<file path="config.mk">
export PLATFORM = sky130hd
export DESIGN_NAME = note_hit_judge
export DESIGN_NICKNAME = d
export VERILOG_FILES = /design/src/rtl/note_hit_judge.sv
export SDC_FILE = /design/constraint.sdc
export NUM_CORES = 1
export LEC_CHECK = 0
export ABC_AREA = 1
export CELL_PAD_IN_SITES_DETAIL_PLACEMENT = 1
export CELL_PAD_IN_SITES_GLOBAL_PLACEMENT = 2
export CORE_UTILIZATION = 34
export CTS_BUF_LIST = sky130_fd_sc_hd__clkbuf_8
export DETAILED_ROUTE_END_ITERATION = 10
export PLACE_DENSITY = 0.86
export SYNTH_ARGS = -nofsm -noshare
export SYNTH_HDL_FRONTEND = slang
export SYNTH_SLANG_ARGS = --single-unit
</file>
<file path="constraint.sdc">
create_clock -name clk -period 10.1 [get_ports clk]
set_input_delay 2.02 -clock clk [delete_from_list [all_inputs] [get_ports clk]]
set_output_delay 2.02 -clock clk [all_outputs]
set_load 0.02 [all_outputs]
</file>
<file path="src/rtl/note_hit_judge.sv">
// note_hit_judge: player-input end of the falling-note display.
// Synchronises and debounces the three lane buttons and judges each press
// against the hit window. It retires hit notes through clear_req, tracks
// per-slot misses, and keeps a saturating score and streak.
// Lane mapping: btn[2]/pulse[2] = red (slots 0-4), [1] = green (5-9),
// [0] = blue (10-14).
// Optional feature: define JUDGE_PENALTY_EN to penalise a press that has no
// candidate note (score decremented, streak cleared). Without the macro such
// a press is ignored.
module note_hit_judge #(
    parameter int HIT_LO    = 410,
    parameter int HIT_HI    = 450,
    parameter int DB_CYCLES = 16,
    parameter int SCORE_HIT = 1
) (
    input  logic         clk,
    input  logic         reset_n,
    input  logic [2:0]   btn,
    input  logic [149:0] note_pos,
    input  logic [14:0]  note_active,
    output logic [14:0]  clear_req,
    output logic [2:0]   hit_pulse,
    output logic [2:0]   miss_pulse,
    output logic [7:0]   score,
    output logic [7:0]   streak
);

    localparam int              CW      = $clog2(DB_CYCLES + 1);
    localparam logic [9:0]      WIN_LO  = 10'(HIT_LO);
    localparam logic [9:0]      WIN_HI  = 10'(HIT_HI);
    localparam logic [CW-1:0]   DB_LAST = CW'(DB_CYCLES - 1);

    typedef enum logic [1:0] {
        IDLE  = 2'd0,
        JUDGE = 2'd1,
        HELD  = 2'd2
    } lane_state_t;

    // Number of set bits in a three-lane vector.
    function automatic logic [1:0] pop3(input logic [2:0] v);
        return 2'(v[0]) + 2'(v[1]) + 2'(v[2]);
    endfunction

    // Reset synchroniser and input path
    logic            rst_meta_q;
    logic            rst_n_q;
    logic [2:0]      btn_s1_q;
    logic [2:0]      btn_s2_q;
    logic [CW-1:0]   db_cnt_q [3];
    logic [CW-1:0]   db_cnt_d [3];
    logic [2:0]      db_level_q;
    logic [2:0]      db_level_d;
    logic [2:0]      press_q;
    logic [2:0]      press_d;

    // Lane FSMs
    lane_state_t     state_q [3];
    lane_state_t     state_d [3];

    // Per-slot decode and miss tracking
    logic [14:0]     in_win;
    logic [14:0]     past_win;
    logic [14:0]     wrapped;
    logic [14:0]     armed_q;
    logic [14:0]     armed_d;
    logic [149:0]    pos_prev_q;
    logic [14:0]     hit_slot;
    logic [14:0]     miss_slot;
    logic [4:0]      lane_cand;
`ifdef JUDGE_PENALTY_EN
    logic [2:0]      empty_lane;
    logic [1:0]      ne;
`endif

    // Registered outputs and counters
    logic [14:0]     clear_req_q;
    logic [14:0]     clear_req_d;
    logic [2:0]      hit_pulse_q;
    logic [2:0]      hit_pulse_d;
    logic [2:0]      miss_pulse_q;
    logic [2:0]      miss_pulse_d;
    logic [7:0]      score_q;
    logic [7:0]      score_d;
    logic [7:0]      streak_q;
    logic [7:0]      streak_d;
    logic [1:0]      nh;
    logic [1:0]      nm;
    logic [11:0]     score_sum;
    logic [8:0]      streak_sum;

    // Reset assertion reaches all logic at once; release is aligned to clk.
    always_ff @(posedge clk or negedge reset_n) begin
        if (!reset_n) begin
            rst_meta_q <= 1'b0;
            rst_n_q    <= 1'b0;
        end else begin
            rst_meta_q <= 1'b1;
            rst_n_q    <= rst_meta_q;
        end
    end

    // Debounce: the level flips after DB_CYCLES differing samples in a row.
    always_comb begin
        press_d    = '0;
        db_level_d = db_level_q;
        for (int b = 0; b < 3; b++) begin
            db_cnt_d[b] = db_cnt_q[b];
            if (btn_s2_q[b] == db_level_q[b]) begin
                db_cnt_d[b] = '0;
            end else if (db_cnt_q[b] == DB_LAST) begin
                db_cnt_d[b]   = '0;
                db_level_d[b] = ~db_level_q[b];
                press_d[b]    = ~db_level_q[b];
            end else begin
                db_cnt_d[b] = db_cnt_q[b] + CW'(1);
            end
        end
    end

    // Two-flop button synchroniser, debounce counters and press register.
    always_ff @(posedge clk or negedge rst_n_q) begin
        if (!rst_n_q) begin
            btn_s1_q   <= '0;
            btn_s2_q   <= '0;
            db_level_q <= '0;
            press_q    <= '0;
            for (int b = 0; b < 3; b++) begin
                db_cnt_q[b] <= '0;
            end
        end else begin
            btn_s1_q   <= btn;
            btn_s2_q   <= btn_s1_q;
            db_level_q <= db_level_d;
            press_q    <= press_d;
            for (int b = 0; b < 3; b++) begin
                db_cnt_q[b] <= db_cnt_d[b];
            end
        end
    end

    // Lane FSM next state: one JUDGE cycle per press, then wait for release.
    always_comb begin
        for (int b = 0; b < 3; b++) begin
            state_d[b] = state_q[b];
            case (state_q[b])
                IDLE:    if (press_q[b]) state_d[b] = JUDGE;
                JUDGE:   state_d[b] = HELD;
                HELD:    if (!db_level_q[b]) state_d[b] = IDLE;
                default: state_d[b] = IDLE;
            endcase
        end
    end

    // Lane FSM state registers.
    always_ff @(posedge clk or negedge rst_n_q) begin
        if (!rst_n_q) begin
            for (int b = 0; b < 3; b++) begin
                state_q[b] <= IDLE;
            end
        end else begin
            for (int b = 0; b < 3; b++) begin
                state_q[b] <= state_d[b];
            end
        end
    end

    // Per-slot window decode; a drop below the previous position is a wrap.
    always_comb begin
        in_win   = '0;
        past_win = '0;
        wrapped  = '0;
        for (int i = 0; i < 15; i++) begin
            in_win[i]   = (note_pos[10*i +: 10] >= WIN_LO) &&
                          (note_pos[10*i +: 10] <= WIN_HI);
            past_win[i] = (note_pos[10*i +: 10] > WIN_HI);
            wrapped[i]  = (note_pos[10*i +: 10] < pos_prev_q[10*i +: 10]);
        end
    end

    // Judge: in a lane's JUDGE cycle the lowest in-window active slot wins.
    always_comb begin
        hit_slot    = '0;
        hit_pulse_d = '0;
        lane_cand   = '0;
`ifdef JUDGE_PENALTY_EN
        empty_lane  = '0;
`endif
        for (int b = 0; b < 3; b++) begin
            if (state_q[b] == JUDGE) begin
                lane_cand = note_active[(2-b)*5 +: 5] & in_win[(2-b)*5 +: 5];
                hit_slot[(2-b)*5 +: 5] = lane_cand & (~lane_cand + 5'd1);
                hit_pulse_d[b] = |lane_cand;
`ifdef JUDGE_PENALTY_EN
                empty_lane[b]  = ~|lane_cand;
`endif
            end
        end
        clear_req_d = hit_slot;
    end

    // Miss tracking: an armed note that leaves the window unhit is a miss.
    always_comb begin
        miss_slot    = armed_q & note_active & ~hit_slot & (past_win | wrapped);
        miss_pulse_d = '0;
        for (int b = 0; b < 3; b++) begin
            miss_pulse_d[b] = |miss_slot[(2-b)*5 +: 5];
        end
        armed_d = armed_q;
        for (int i = 0; i < 15; i++) begin
            if (hit_slot[i] || miss_slot[i] || !note_active[i]) begin
                armed_d[i] = 1'b0;
            end else if (in_win[i]) begin
                armed_d[i] = 1'b1;
            end
        end
    end

    // Armed bits and the previous positions used for wrap detection.
    always_ff @(posedge clk or negedge rst_n_q) begin
        if (!rst_n_q) begin
            armed_q    <= '0;
            pos_prev_q <= '0;
        end else begin
            armed_q    <= armed_d;
            pos_prev_q <= note_pos;
        end
    end

    // Score and streak follow the pulses being registered in the same edge.
    always_comb begin
        nh         = pop3(hit_pulse_d);
        nm         = pop3(miss_pulse_d);
        score_sum  = {4'b0000, score_q} + 12'(nh) * 12'(SCORE_HIT);
        score_d    = (score_sum > 12'd255) ? 8'd255 : score_sum[7:0];
        streak_sum = {1'b0, streak_q} + 9'(nh);
        if (nm != 2'd0) begin
            streak_d = 8'd0;
        end else begin
            streak_d = (streak_sum > 9'd255) ? 8'd255 : streak_sum[7:0];
        end
`ifdef JUDGE_PENALTY_EN
        ne = pop3(empty_lane);
        if (ne != 2'd0) begin
            score_d  = (score_d > 8'(ne)) ? (score_d - 8'(ne)) : 8'd0;
            streak_d = 8'd0;
        end
`endif
    end

    // Output pulse registers and the score/streak counters.
    always_ff @(posedge clk or negedge rst_n_q) begin
        if (!rst_n_q) begin
            clear_req_q  <= '0;
            hit_pulse_q  <= '0;
            miss_pulse_q <= '0;
            score_q      <= '0;
            streak_q     <= '0;
        end else begin
            clear_req_q  <= clear_req_d;
            hit_pulse_q  <= hit_pulse_d;
            miss_pulse_q <= miss_pulse_d;
            score_q      <= score_d;
            streak_q     <= streak_d;
        end
    end

    assign clear_req  = clear_req_q;
    assign hit_pulse  = hit_pulse_q;
    assign miss_pulse = miss_pulse_q;
    assign score      = score_q;
    assign streak     = streak_q;

endmodule

</file>
# Yosys cells after proc, flatten, opt, wreduce, memory -nomap -nowiden
# Index checks and enable logic that the tools add are counted.
# Widths: inputs -> output; s select.
[op_classes] addsub=12 order_cmp=62 eq_ne=18 mux=60 n_bitwise=20 reduce_logical=91
[op_table] op="$ge 10x9->1 const B" count=15
[op_table] op="$gt 10x9->1 const B" count=15
[op_table] op="$le 10x9->1 const B" count=15
[op_table] op="$lt 10x10->1" count=15
[op_table] op="$and 15x15->15" count=3
[op_table] op="$mux 5" count=9
[op_table] op="$mux 1" count=39
[op_table] op="$reduce_bool 2->1" count=16
[op_table] op="$add 5x1->5 const B" count=6
[op_table] op="$and 5x5->5" count=6
[op_table] op="$logic_or 1x1->1" count=30
[op_table] op="$reduce_or 5->1" count=6
[op_table] op="$mux 8" count=3
[op_table] op="$add 8x2->9" count=2
[op_table] op="$gt 9x8->1 const B" count=2
[op_table] op="$pmux 2 s3" count=3
[op_table] op="$eq 5x4->1 const B" count=3
[op_table] op="$logic_and 1x1->1" count=15
[op_table] op="$logic_not 1->1" count=15
[op_table] op="$not 15->15" count=1
[op_table] op="$not 5->5" count=3
[op_table] op="$or 15x15->15" count=1
[op_table] op="$mux 2" count=6
[op_table] op="$ne 2x2->1 const B" count=6
[op_table] op="other kinds (8)" count=28
[totals] reg_bits=237 inputBits=170 out_inout_bits=37 wordCells=298

# Depth between registers and ports, before layout
# Gate-level depths: netlist (run 1).
[logic_depth] ltp_word=15 ltp_mapped=22 ltp_nobuf=22

# Worst setup path after synthesis (run 1)
# Ideal clock, no wire load.
[synth_path] path_kind="input-to-reg" start="in note_pos[9]" end="reg streak_q[5], in the netlist streak[5]" arrival_time_ns=4.793 required_ns=10.037 path_slack_ns=5.244 stages=21 path_buffers=0 cell_sequence="or2_0 > nor2_1 > nand2_1 > nand2_2 > nand3_4 > nand2_2 > nor2_2 > a31oi_2 > inv_2 > fa_1 > inv_1 > ha_1 > inv_1 > fa_1 > nor4_2 > inv_1 > nor2_2 > nand2_2 > o21ai_0 > o21ai_1 > inv_1"
[synth_between] elab_cells_between_ends=24 cone_classes="4 x add/sub; 5 x order compare; 4 x mux; 7 x bitwise; 4 x reduce/logical"
[synth_rtl] item="start: declaration" line_no="19" text="input logic [149:0] note_pos,"
[synth_rtl] item="$ge 10x9->1 or $le 10x9->1 (tied branches)" line_no="173, 174"
[synth_rtl] item="$logic_and 1x1->1 *" line_no="173" text="in_win[i] = (note_pos[10*i +: 10] >= WIN_LO) &&"
[synth_rtl] item="$and 5x5->5 *" line_no="190" text="lane_cand = note_active[(2-b)*5 +: 5] & in_win[(2-b)*5 +: 5];"
[synth_rtl] item="$reduce_or 5->1 *" line_no="192" text="hit_pulse_d[b] = |lane_cand;"
[synth_rtl] item="$mux 1 *" line_no="189" text="if (state_q[b] == JUDGE) begin"
[synth_rtl] item="net hit_pulse_d[2]" line_no="79" text="logic [2:0] hit_pulse_d;"
[synth_rtl] item="$add 2x1->2 *" line_no="41" text="return 2'(v[0]) + 2'(v[1]) + 2'(v[2]);"
[synth_rtl] item="$add 8x2->9 *" line_no="235" text="streak_sum = {1'b0, streak_q} + 9'(nh);"
[synth_rtl] item="$gt 9x8->1" line_no="239" text="streak_d = (streak_sum > 9'd255) ? 8'd255 : streak_sum[7:0];"
[synth_rtl] item="$mux 8 *" line_no="239"
[synth_rtl] item="$mux 8 *" line_no="236" text="if (nm != 2'd0) begin"
[synth_rtl] item="net streak_d[5]" line_no="85" text="logic [7:0] streak_d;"
[synth_rtl] item="end signal: assignment" line_no="263" text="streak_q <= streak_d;"
[synth_rtl] item="end: declaration" line_no="84" text="logic [7:0] streak_q;"
# Mark *: on every way through the listed nets, which the timed path passes. The rest lies on a longest branch.
# A chain may end at the register's enable or synchronous reset.

# Worst setup path after layout (run 1)
[layout_path] start="in note_pos[104]" end="reg streak_q[5], in the netlist streak[5]"
[layout_between] elab_chain_cells=15 elab_cells_between_ends=26 cone_classes="6 x add/sub; 5 x order compare; 4 x mux; 7 x bitwise; 4 x reduce/logical"
[layout_rtl] item="parallel branches: the longest is 14 deep, another holds $ge 10x9->1"
[layout_rtl] item="$mux 8 *" line_no="236"
[layout_rtl] item="net streak_d[5]" line_no="85"
# Mark *: on every way through the listed nets, which the timed path passes.

==> implementation parameters, run 1 <==
Parameter                              Value

Outcome
  Status ... completed

Synthesis
  Cell with the most instances after synthesis ... inv_1
  Biggest area contributors in the synthesized netlist ... dfrtp_1, ha_1, inv_1, nand2_1, nor2_1
  Main synth FF type ... dfrtp_1
  Synthesis Warnings ... 0
  Post-synth design cell area ... 12200 sq um
  Number of instances in the synthesized netlist ... 1366
  Area fraction of the dominant cell type after synthesis ... 48.5%
  Post-Syn Nets ... 1682
  Top cells by instance count after synthesis ... inv_1, dfrtp_1, nand2_1, ha_1, nor2_1
  Number of enable flip-flop cells after synthesis ... 0
  Share of async-settable or async-resettable flops after synthesis ... 100%
  Post-synthesis sequential area ratio ... 48.5%
  Distinct cell type count after synthesis ... 41
  Average cell area after synthesis ... 8.95 sq um
  Cell type contributing the most total cell area after synthesis ... dfrtp_1
  Count of state elements after synthesis ... 237

Power and ir drop
  Power density over the cells ... 142 nW/um^2
  Total Power Consumption ... 2.23 mW
  Leakage component of the power ... 8.30 nW
  VDD IR max ... 0.0854 mV

STA
  Crit path time final ... 5.32 ns
  Number of failing hold endpoints at the final stage ... 0
  Max-slew headroom ... 35.2%
  Tightest Pin Transition ... 0.972 ns
  Max frequency ... 188 MHz
  Final total negative setup slack ... 0 ns
  Max-slew violation total from the final report ... 0
  Worst clock skew on the final layout ... 0.0129 ns
  Final critical-path share of the clock period ... 52.7%
  Hold Slack ... 0.348 ns
  Count of final setup violators ... 0
  Setup repair after global routing missed its margin ... false

Detailed routing
  Avg Vias per Cell ... 4.62
  DR DRC count ... 0
  Number of search-and-repair iterations in the first detailed-routing pass ... 5
  ANT nets after route ... 0
  Number of vias in the routed layout ... 9766
  DRT Wirelength ... 30400 um
  Routed len/inst ... 14.4 um
  First-iteration detailed-routing DRC count ... 237

Worst setup path
  Worst Setup SP ... note_pos[104]
  Critical path peak fanout ... 6
  Worst Setup End Kind ... flop
  Required time of the worst setup path ... 10.63 ns
  CP arrival ... 5.86 ns
  Startpoint kind of the worst setup timing path ... input port
  Worst reg2reg path startpoint ... state_q[5]
  Type of the worst setup path ... input port to flop

CTS
  Number of buffers inserted by post-CTS setup repair ... 0
  Clock tree root buffer cell ... clkbuf_8
  Clock Pin Slew Worst Setup and Hold Paths ... 0.06 ns
  Number of clock buffers inserted by TritonCTS ... 45
  Number of H-tree levels ... 2
  CTS tree ... built
  Clock tree sinks ... 237
  Insertion delay of the later-clocked pin in the worst-skew pair ... 0.59 ns
  Post-cts repair resize count ... 0
  Post-CTS Hold Buffers ... 0
  Number of buffers between clock root and the deepest sink ... 3

GRT
  Number of antenna violations at the first check in global routing ... 4
  Maximum number of pins on one net before global-route repair ... 176
  Wire length of the first global-routing pass ... 50900 um
  GRT overflow ... 0
  Total GRT Usage ... 17.3%
  Via count of the first global-routing pass ... 10.7k

Floorplan
  Starting density of the core ... 34.5%
  Placement row count ... 69
  Placeable core region ... 35500 sq um
  Vert. Die Dim ... 192 um
  I/O Pins ... 207
  Full die area ... 36700 sq um
  Die span in x ... 192 um

Layout
  Area growth from synthesis to layout ... 28.8%
  Fraction of layout cells with a size suffix above 1 ... 6.29%
  Number of antenna repair diodes ... 0
  Layout net count ... 1937
  Filler cell count in the final layout ... 4194

Job
  Max-capacitance violation count ... 0

Worst hold path
  Min-Delay Path Class ... flop to flop
  Worst hold start ... btn_s1_q[2]

Placed design
  HPWL after detailed placement ... 23400 um
  RD Place Congestion ... 0.761
  Total of buffers placed on input and output ports ... 206
-- power by group --
group          leakage [nW]  switching [mW]  internal (mW)  total, mW
logic                  4.87           0.175          0.146      0.322
clock network         0.515           0.414          0.487      0.901
registers              2.92          0.0156          0.994       1.01
total                  8.30           0.605           1.63       2.23
-- sequential cells by signal, indices dropped and copies added (netlist names) --
name / count
armed_q: 15
btn_s1_q: 3
btn_s2_q: 3
clear_req: 15
db_cnt_q: 15
db_level_q: 3
hit_pulse: 3
miss_pulse: 3
pos_prev_q: 150
press_q: 3
rst_meta_q: 1
rst_n_q: 1
score: 8
state_q: 6
streak: 8
-- cells by family (layout without fill, tap and decap cells) --
logic type	Yosys count	in the layout	synth area share, %
simple gates	504	504	18.3
xor+xnor	13	13	0.931
other cells	1	1	0.0307
flops	237	237	48.5
compound gates	172	172	8.09
fa+ha+maj	146	146	15.2
buf+inv	293	580	8.99
-- stage by stage --
step                area (sq um)  cells  worst slack, ns  util, %
finish                     15800   2114             4.78     44.4
global route               15800   2114             4.47     44.4
CTS                        15800   2114             4.66     44.4
detailed placement         14900   2035             4.03     42.0
global placement           14900   2035             4.16     42.0
floorplan                  12200   1366             3.01        -
-- placed cells by master (no fill, tap or decap), drive strengths merged, types with 3 or more instances in the layout --
master,instances
o211ai,8
clkbuf,55
clkdlybuf4s50,206
o21ai,57
a21oi,78
o21a,16
fa,4
dfrtp,237
nand3b,4
xor2,9
xnor2,4
nor2,147
clkinv,3
ha,142
inv,313
and3,5
nand2,232
nand3,93
o211a,4
nand4,7
nor3,11
nor3b,3
-- worst paths after layout --
| check | end | slack, ns | cells past startpoint |
|---|---|---|---|
| max | streak[5] | 4.78 | 21 |
| min | btn_s2_q[2] | 0.35 | 0 |
| max reg2reg | streak[5] | 6.66 | 14 |
| min reg2reg | btn_s2_q[2] | 0.35 | 0 |
| max in group asynchronous | clear_req[9] | 8.14 | 2 |
| min in group asynchronous | pos_prev_q[100] | 0.54 | 1 |
-- routing by layer --
layer | vias up | track usage, % | share of wire (%)
li1 | 4842 | - | -
met1 | 4669 | 20.9 | 44
met2 | 181 | 29.9 | 48
met3 | 66 | 4.60 | 5.3
met4 | 8 | 5.46 | 2.2
met5 | - | 0 | 0.19
-- worst max-delay path, stage by stage --
cell and delay (ns):
clkdlybuf4s50_1 0.55, nor2_1 0.08, nand2_1 0.07, nor2_1 0.04
nand2_1 0.06, nand2_1 0.07, nand2_2 0.15, nand4_1 0.09
o21ai_0 0.51, fa_1 0.52, inv_1 0.10, ha_1 0.19
inv_1 0.07, fa_1 0.43, nor4_2 0.33, inv_1 0.09
nor2_2 0.14, nand2_2 0.12, o21ai_0 0.10, o21ai_1 0.08
inv_1 0.06
-- area by class of cell --
class                      count  area (sq um)  area share (%)
clock inverter                24          96.3           0.612
multi-input combinational    836          5200            33.0
clock buffer                  55           757            4.81
timing repair buffer         208          2090            13.3
tap                          461           577            3.66
inverter                     293          1100            6.98
sequential                   237          5930            37.7
(Power assumes the default switching activity.)
==> inputs of run 2 (changes only) <==
Settings changed: CORE_UTILIZATION 34 to 30, PLACE_DENSITY 0.86 to 0.81.
Clock period 10.1 ns to 4.72 ns, I/O delays scaled along.
==> run 2 against run 1 <==
Net effect:
- design area grew 1.2%
- critical path depth shrank 1
- global-route usage shrank 1.5 points
- die area grew 13%
- largest cell class unchanged
==> implementation parameters, run 2 (same netlist as run 1, synthesis figures left out) <==
Parameter                              Value

Worst setup path
  Worst reg2reg path startpoint ... state_q[5]
  Largest stage delay on the critical path ... 0.57 ns (+0.02 ns)
  Critical path peak fanout ... 7 (+1)
  Required time of the worst setup path ... 5.24 ns (-5.39 ns)
  Worst Setup End Kind ... flop
  CP dominant cell by count ... nor2_1
  Highest-delay cell along the critical path ... clkdlybuf4s50_1
  Critical Path, Cell by Cell ... clkdlybuf4s50_1, nor2_1, o21ai_0, buf_4, nand2_1, nor2_1, buf_4, nor2_1, nor2_1, nor2_2, fa_1, inv_1, buf_4, ha_1, inv_1, fa_1, nor2_1, nand4_1, nand3b_1, o21ai_0
  Worst Setup SP ... note_pos[81]
  Family with the most delay on the worst path ... simple AND/OR/NAND/NOR gates
  CP arrival ... 4.66 ns (-1.20 ns)
  Worst path bufs/invs ... 6 (+1)
  Startpoint kind of the worst setup timing path ... input port
  Type of the worst setup path ... input port to flop

STA
  Number of failing hold endpoints at the final stage ... 0 (unchanged)
  Tightest Pin Transition ... 0.876 ns (-0.0956 ns)
  Max-slew headroom ... 41.6% (+6.4 points)
  Max-slew violation total from the final report ... 0 (unchanged)
  Final critical-path share of the clock period ... 87.8%
  Setup repair after global routing missed its margin ... false
  Count of final setup violators ... 0 (unchanged)
  Final setup slack of the worst path ... 0.578 ns (-4.20 ns)
  Worst clock skew on the final layout ... 0.0243 ns (+0.0114 ns)
  Max frequency ... 241 MHz
  Crit path time final ... 4.14 ns
  Hold Slack ... 0.340 ns (-0.00736 ns)

Layout
  Total area of sequential cells ... 5930 sq um (unchanged)
  Layout net count ... 1950 (+0.67%)
  Filler cell count in the final layout ... 4702 (+12%)
  Flip-flop count of the largest register after layout ... 150 (unchanged)
  Top library cells by usage in the layout, fill and taps aside ... inv_1, dfrtp_1, nand2_1
  Register with the most flip-flops ... pos_prev_q
  Area growth from synthesis to layout ... 30.4%
  Non-filler cells, final ... 2190 (+3.6%)
  Fraction of layout cells with a size suffix above 1 ... 7.15% (+0.86 points)
  Area of the multi-input gates ... 5200 sq um (unchanged)
  Commonest non-fill, non-tap cell in the layout ... inv_1

Placed design
  HPWL after detailed placement ... 24300 um (+3.7%)
  Total of buffers placed on input and output ports ... 206 (unchanged)
  Instance count after placement with tap cells included ... 2112 (+3.8%)
  DP Worst Slack ... -0.0718 ns (-4.10 ns)
  RD Place Congestion ... 0.772 (+1.4%)

CTS
  Clock Pin Slew Worst Setup and Hold Paths ... 0.06 ns (about the same)
  Clock tree root buffer cell ... clkbuf_8
  CTS tree ... built
  Number of buffers between clock root and the deepest sink ... 3 (unchanged)
  Insertion delay of the later-clocked pin in the worst-skew pair ... 0.60 ns (about the same)
  Clock tree sinks ... 237 (unchanged)
  Number of buffers inserted by post-CTS setup repair ... 0 (unchanged)
  Post-CTS Hold Buffers ... 0 (unchanged)
  Post-cts repair resize count ... 0 (unchanged)
  Number of clock buffers inserted by TritonCTS ... 45 (unchanged)
  Number of H-tree levels ... 2 (unchanged)

Floorplan
  Placeable core region ... 40000 sq um (+13%)
  Full die area ... 41600 sq um (+13%)
  Die span in x ... 204 um (+6.4%)
  Placement row count ... 73 (+5.8%)
  I/O Pins ... 207 (unchanged)
  Vert. Die Dim ... 204 um (+6.4%)
  Starting density of the core ... 30.6% (-3.9 points)

GRT
  Met1 track demand over resource in global routing ... 19.7% (-1.2 points)
  GRT overflow ... 0 (unchanged)
  Wire length of the first global-routing pass ... 52900 um (+4.0%)
  Met2 usage ... 26.5% (-3.5 points)
  Via count of the first global-routing pass ... 10.6k (-0.80%)
  Number of antenna violations at the first check in global routing ... 7 (+3)
  Maximum number of pins on one net before global-route repair ... 89 (-49%)
  Top Usage Layer GRT ... met2
  Met3 layer usage reported by global route ... 3.94% (-0.67 points)
  Total GRT Usage ... 15.8% (-1.5 points)

Detailed routing
  DRT Wirelength ... 31400 um (+3.4%)
  DR DRC count ... 0 (unchanged)
  ANT nets after route ... 0 (unchanged)
  Routed len/inst ... 14.4 um (-0.19%)
  Number of search-and-repair iterations in the first detailed-routing pass ... 4 (-1)
  First-iteration detailed-routing DRC count ... 264 (+11%)
  Avg Vias per Cell ... 4.43 (-4.1%)
  Number of vias in the routed layout ... 9702 (-0.66%)

Worst hold path
  Worst hold start ... btn_s1_q[1]
  Min-Delay Path Class ... flop to flop

Power and ir drop
  Power density over the cells ... 302 nW/um^2 (+110%)
  Leakage component of the power ... 8.35 nW (+0.62%)
  VDD IR max ... 0.153 mV (+79%)
  Total Power Consumption ... 4.81 mW (+120%)

Outcome
  Status ... completed

Job
  Max-capacitance violation count ... 0 (unchanged)
## run 2: final timing paths
kind	depth (start not counted)	slack, ns	endpoint
setup reg to reg	13	1.41	score[2]
hold / removal	0	0.34	btn_s2_q[1]
max in group asynchronous	1	3.29	pos_prev_q[61]
setup / recovery	20	0.58	score[2]
min in group asynchronous	0	0.44	pos_prev_q[22]
hold reg to reg	0	0.34	btn_s2_q[1]
## run 2: cell type report
type | count | area share (%)
clock inverter | 22 | 0.628
antenna | 1 | 0.0157
multi-input combinational | 836 | 32.6
clock buffer | 55 | 4.75
timing repair buffer | 221 | 13.8
inverter | 293 | 6.90
tap | 525 | 4.12
sequential | 237 | 37.2
## run 2: routing by layer
metal | up-vias | part of all wire [%]
li1 | 4857 | -
met1 | 4625 | 44
met2 | 158 | 48
met3 | 52 | 5.5
met4 | 10 | 2.2
met5 | - | 0.21
## run 2: power by group
part           internal [mW]  switching, mW  leakage (nW)  total, mW
Sequential              2.13         0.0422          2.92       2.17
Combinational          0.318          0.370          4.93      0.687
Clock                   1.05          0.910         0.500       1.96
Total                   3.49           1.32          8.35       4.81
## run 2: stage by stage
stage	setup TNS [ns]	cell area, sq um	util (%)
floorplan	0	12200	-
global placement	0	15100	37.7
detailed placement	-0.372	15100	37.7
CTS	0	15900	39.9
global route	0	15900	39.9
finish	0	15900	39.9
==> patch 1 (settings of run 1) <==
Remove the register `clear_req_q`: a continuous assignment takes its place, so the output `clear_req` follows one clock earlier.
--- a/src/rtl/note_hit_judge.sv
+++ b/src/rtl/note_hit_judge.sv
@@ -251,5 +251,4 @@
     always_ff @(posedge clk or negedge rst_n_q) begin
         if (!rst_n_q) begin
-            clear_req_q  <= '0;
             hit_pulse_q  <= '0;
             miss_pulse_q <= '0;
@@ -257,5 +256,4 @@
             streak_q     <= '0;
         end else begin
-            clear_req_q  <= clear_req_d;
             hit_pulse_q  <= hit_pulse_d;
             miss_pulse_q <= miss_pulse_d;
@@ -264,4 +262,6 @@
         end
     end
+
+    assign clear_req_q = clear_req_d;
 
     assign clear_req  = clear_req_q;
Behaviour: same outputs for any inputs over 10 cycles, from zero or initial values and one cycle with reset_n low; that may be too few to reach the edited logic, so the function may still have changed.
==> patch 1 against run 1 <==
- critical path depth fell by 9
- core utilization is 0.24 points higher
- register-to-register slack about the same
- die area decreased by 3.0%
- routed wire length shrank 3.5%
- total power shrank 3.8%
- non-clock buffer count grew 1
- area after synthesis shrank 3.1%
- worst hold slack worse by 0.0027 ns
- highest routed layer unchanged
- final area down 2.4%
- worst setup slack worse by 0.75 ns
- sequential cell count shrank 15
==> patch 1: results <==
INSERT INTO impl_metrics (metric_group, metric, value, unit) VALUES
('sta', 'setup_slack', '4.03', 'ns'),
('worst_hold_path', 'min-delay-path-class', 'flip-flop to async pin', ''),
('synth', 'synth.avg_cell_area', '8.77', 'µm²'),
('grt', 'global_route_wire_length_before_repair', '49900', 'µm'),
('grt', 'grt_pass1_vias', '10200', ''),
('drt', 'wirelength', '29300', 'µm'),
('run_status', 'outcome', 'finished clean', ''),
('synth', 'synth.top_cells.by_area', 'sky130_fd_sc_hd__dfrtp_1, sky130_fd_sc_hd__ha_1, sky130_fd_sc_hd__inv_1', ''),
('placed_design', 'placed_cell_area', '0.0145', 'mm²'),
('synth', 'post_synth_most_frequent_cells', 'sky130_fd_sc_hd__inv_1, sky130_fd_sc_hd__nand2_1, sky130_fd_sc_hd__dfrtp_1', ''),
('placed_design', 'gp_congestion', '0.786', ''),
('critical_path', 'path_max_fanout', '5', ''),
('critical_path', 'setup.worst_path.start', 'note_pos[18]', ''),
('drt', 'avgViaCountPerCell', '4.59', ''),
('clock_network', 'cts_made_buffers', '44', ''),
('synth', 'ys_seq_area_share', '46.9', '%'),
('critical_path', 'cp_top_family', 'buffers and inverters', ''),
('grt', 'number_of_antenna_violations_at_the_first_check_in_global_routing', '7', ''),
('final_layout', 'drive_above_1_share', '6.47', '%'),
('pwr', 'leakage_power_figure', '8.10', 'nW');
[patch 1: worst max-delay path by stage]
stage,end
after global placement,clear_req[4]
after CTS,clear_req[13]
final,clear_req[4]
after detailed placement,clear_req[13]
after global routing,clear_req[4]
after floorplan,armed_q[0]
[patch 1: per-layer routing]
layer	GRT usage (%)	part of all wire, %	up-vias
met5	0	0.24	-
met4	4.19	1.9	10
met3	4.04	5.6	53
met2	29.4	48	174
met1	21.6	45	4575
li1	-	-	4804
[patch 1: cell type report]
| cell class | count | area, µm² | area share (%) |
|---|---|---|---|
| flip-flops and latches | 222 | 5560 | 36.1 |
| well taps | 455 | 569 | 3.70 |
| clock inverters | 23 | 90.1 | 0.586 |
| multi-input cells | 836 | 5200 | 33.8 |
| diodes | 3 | 7.51 | 0.0488 |
| clock buffers | 56 | 771 | 5.01 |
| inverters | 293 | 1100 | 7.15 |
| repair buffers | 209 | 2080 | 13.6 |
[patch 1: through the flow]
stage	total power [mW]	hold WS [ns]
detailed placement	1.29	0.343
global placement	1.28	0.335
floorplan	1.13	0.331
global route	2.28	0.352
CTS	2.20	0.351
finish	2.15	0.345
[patch 1: logic make-up (layout without fill, tap and decap cells)]
logic type,after synthesis,count (layout),synth area share (%)
DFF,222,222,46.9
and+or+nand+nor,504,504,18.9
other,1,4,0.0316
buffers and inverters,293,581,9.28
xor gates and xnor gates,13,13,0.961
adders and majority gates,146,146,15.7
AOI/OAI and AO/OA,172,172,8.35
[patch 1: where the power goes]
group	switching, mW	total, mW	internal [mW]	leakage [nW]
sequential	0.0188	0.953	0.934	2.71
clock	0.387	0.881	0.494	0.521
combinational	0.169	0.315	0.146	4.87
==> patch 2 (config.mk and constraints of run 1) <==
Made on the original files. The option `JUDGE_PENALTY_EN` is turned on by a define.
--- a/src/rtl/note_hit_judge.sv
+++ b/src/rtl/note_hit_judge.sv
@@ -8,4 +8,6 @@
 // candidate note (score decremented, streak cleared). Without the macro such
 // a press is ignored.
+`define JUDGE_PENALTY_EN
+
 module note_hit_judge #(
     parameter int HIT_LO    = 410,
Behaviour: same outputs for any inputs over 10 cycles, from zero or initial values and one cycle with reset_n low; that may be too few to reach the edited logic, so the function may still have changed.
==> patch 2 against run 1 <==
- area after synthesis grew 2.5%
- clock skew is essentially flat
- final area grew 1.6%
- first-iteration DRC count shrank 24%
- critical endpoint is now score[6]
- final cell count grew 4.1%
- total power is essentially flat
- register-to-register slack lost 0.90 ns
- routed wire length grew 5.6%
- sequential cell count is the same
- critical path type unchanged
- worst setup slack lost 1.0 ns
- maximum frequency shrank 16%
==> patch 2: results <==
INSERT INTO impl_metrics (metric_group, metric, value, unit) VALUES
('run_status', 'outcome', 'finished clean', ''),
('drt', 'initialDrtViolationCount', '179', ''),
('final_layout', 'drive_above_1_share', '4.26', '%'),
('grt', 'use_met2', '30.5', '%'),
('synth', 'post_synth_most_frequent_cells', 'sky130_fd_sc_hd__inv_1, sky130_fd_sc_hd__nand2_1, sky130_fd_sc_hd__dfrtp_1', ''),
('drt', 'route.met3.wl', '1740', 'µm'),
('critical_path', 'r2r_cells', '24', ''),
('placed_design', 'placed_cell_area', '0.0152', 'mm²'),
('drt', 'wirelength', '32100', 'µm'),
('drt', 'first_pass_iters', '4', ''),
('final_layout', 'design.final.nets', '2026', ''),
('grt', 'grt_max_degree', '68', ''),
('grt', 'grt_pass1_vias', '11300', ''),
('pwr', 'ir_drop', '0.118', 'mV'),
('worst_hold_path', 'hold_path_startpoint', 'btn_s1_q[1]', ''),
('placed_design', 'place_inst', '2121', ''),
('drt', 'met2_length', '15200', 'µm'),
('placed_design', 'dp_slack', '3.11', 'ns'),
('final_layout', 'fillCellCount', '4216', ''),
('critical_path', 'endpoint_of_the_most_critical_setup_path', 'score[6]', '');
## patch 2: changes by cell type in the layout (fill, tap and decap cells not counted), sizes merged, moves of 5 or more
cell    delta
o21a       -5
nand2     +44
nand3b     +5
nor2      +12
o21ai      -8
nor3       +5
a21boi     +5
inv       +12
## patch 2: cells by family (layout without fill, tap and decap cells)
family / after synthesis / in the layout / synth area share [%]
AND/OR/NAND/NOR: 575 / 575 / 19.4
flip-flops: 237 / 237 / 47.3
adder cells (fa/ha/maj): 150 / 150 / 15.3
AO/OA/AOI/OAI: 172 / 172 / 7.71
multiplexers: 1 / 1 / 0.0799
XOR/XNOR: 15 / 15 / 1.11
buffers and inverters: 300 / 588 / 8.99
other: 1 / 1 / 0.0299
## patch 2: power by group through the flow
stage / Combinational (mW) / Clock, mW / Sequential (mW)
after floorplan: 0.166 / 0 / 1.05
after global placement: 0.341 / 0 / 1.04
after detailed placement: 0.353 / 0 / 1.04
after CTS: 0.356 / 0.911 / 1.02
after global routing: 0.402 / 0.951 / 1.03
final: 0.347 / 0.864 / 1.02
## patch 2: area by class of cell
type | count | area [µm²] | area share [%]
clock buffer | 51 | 702 | 4.38
sequential | 237 | 5930 | 37.1
tap | 461 | 577 | 3.60
clock inverter | 28 | 109 | 0.680
multi-input combinational | 914 | 5480 | 34.2
timing repair buffer | 209 | 2080 | 13.0
inverter | 300 | 1130 | 7.03
## patch 2: how the worst min path moves through the flow
stage	slack, ns	cells past startpoint	endpoint
after floorplan	0.33	0	btn_s2_q[0]
after global placement	0.34	0	rst_n_q
after detailed placement	0.34	0	btn_s2_q[1]
after CTS	0.35	0	btn_s2_q[1]
after global routing	0.36	0	btn_s2_q[1]
final	0.35	0	btn_s2_q[1]
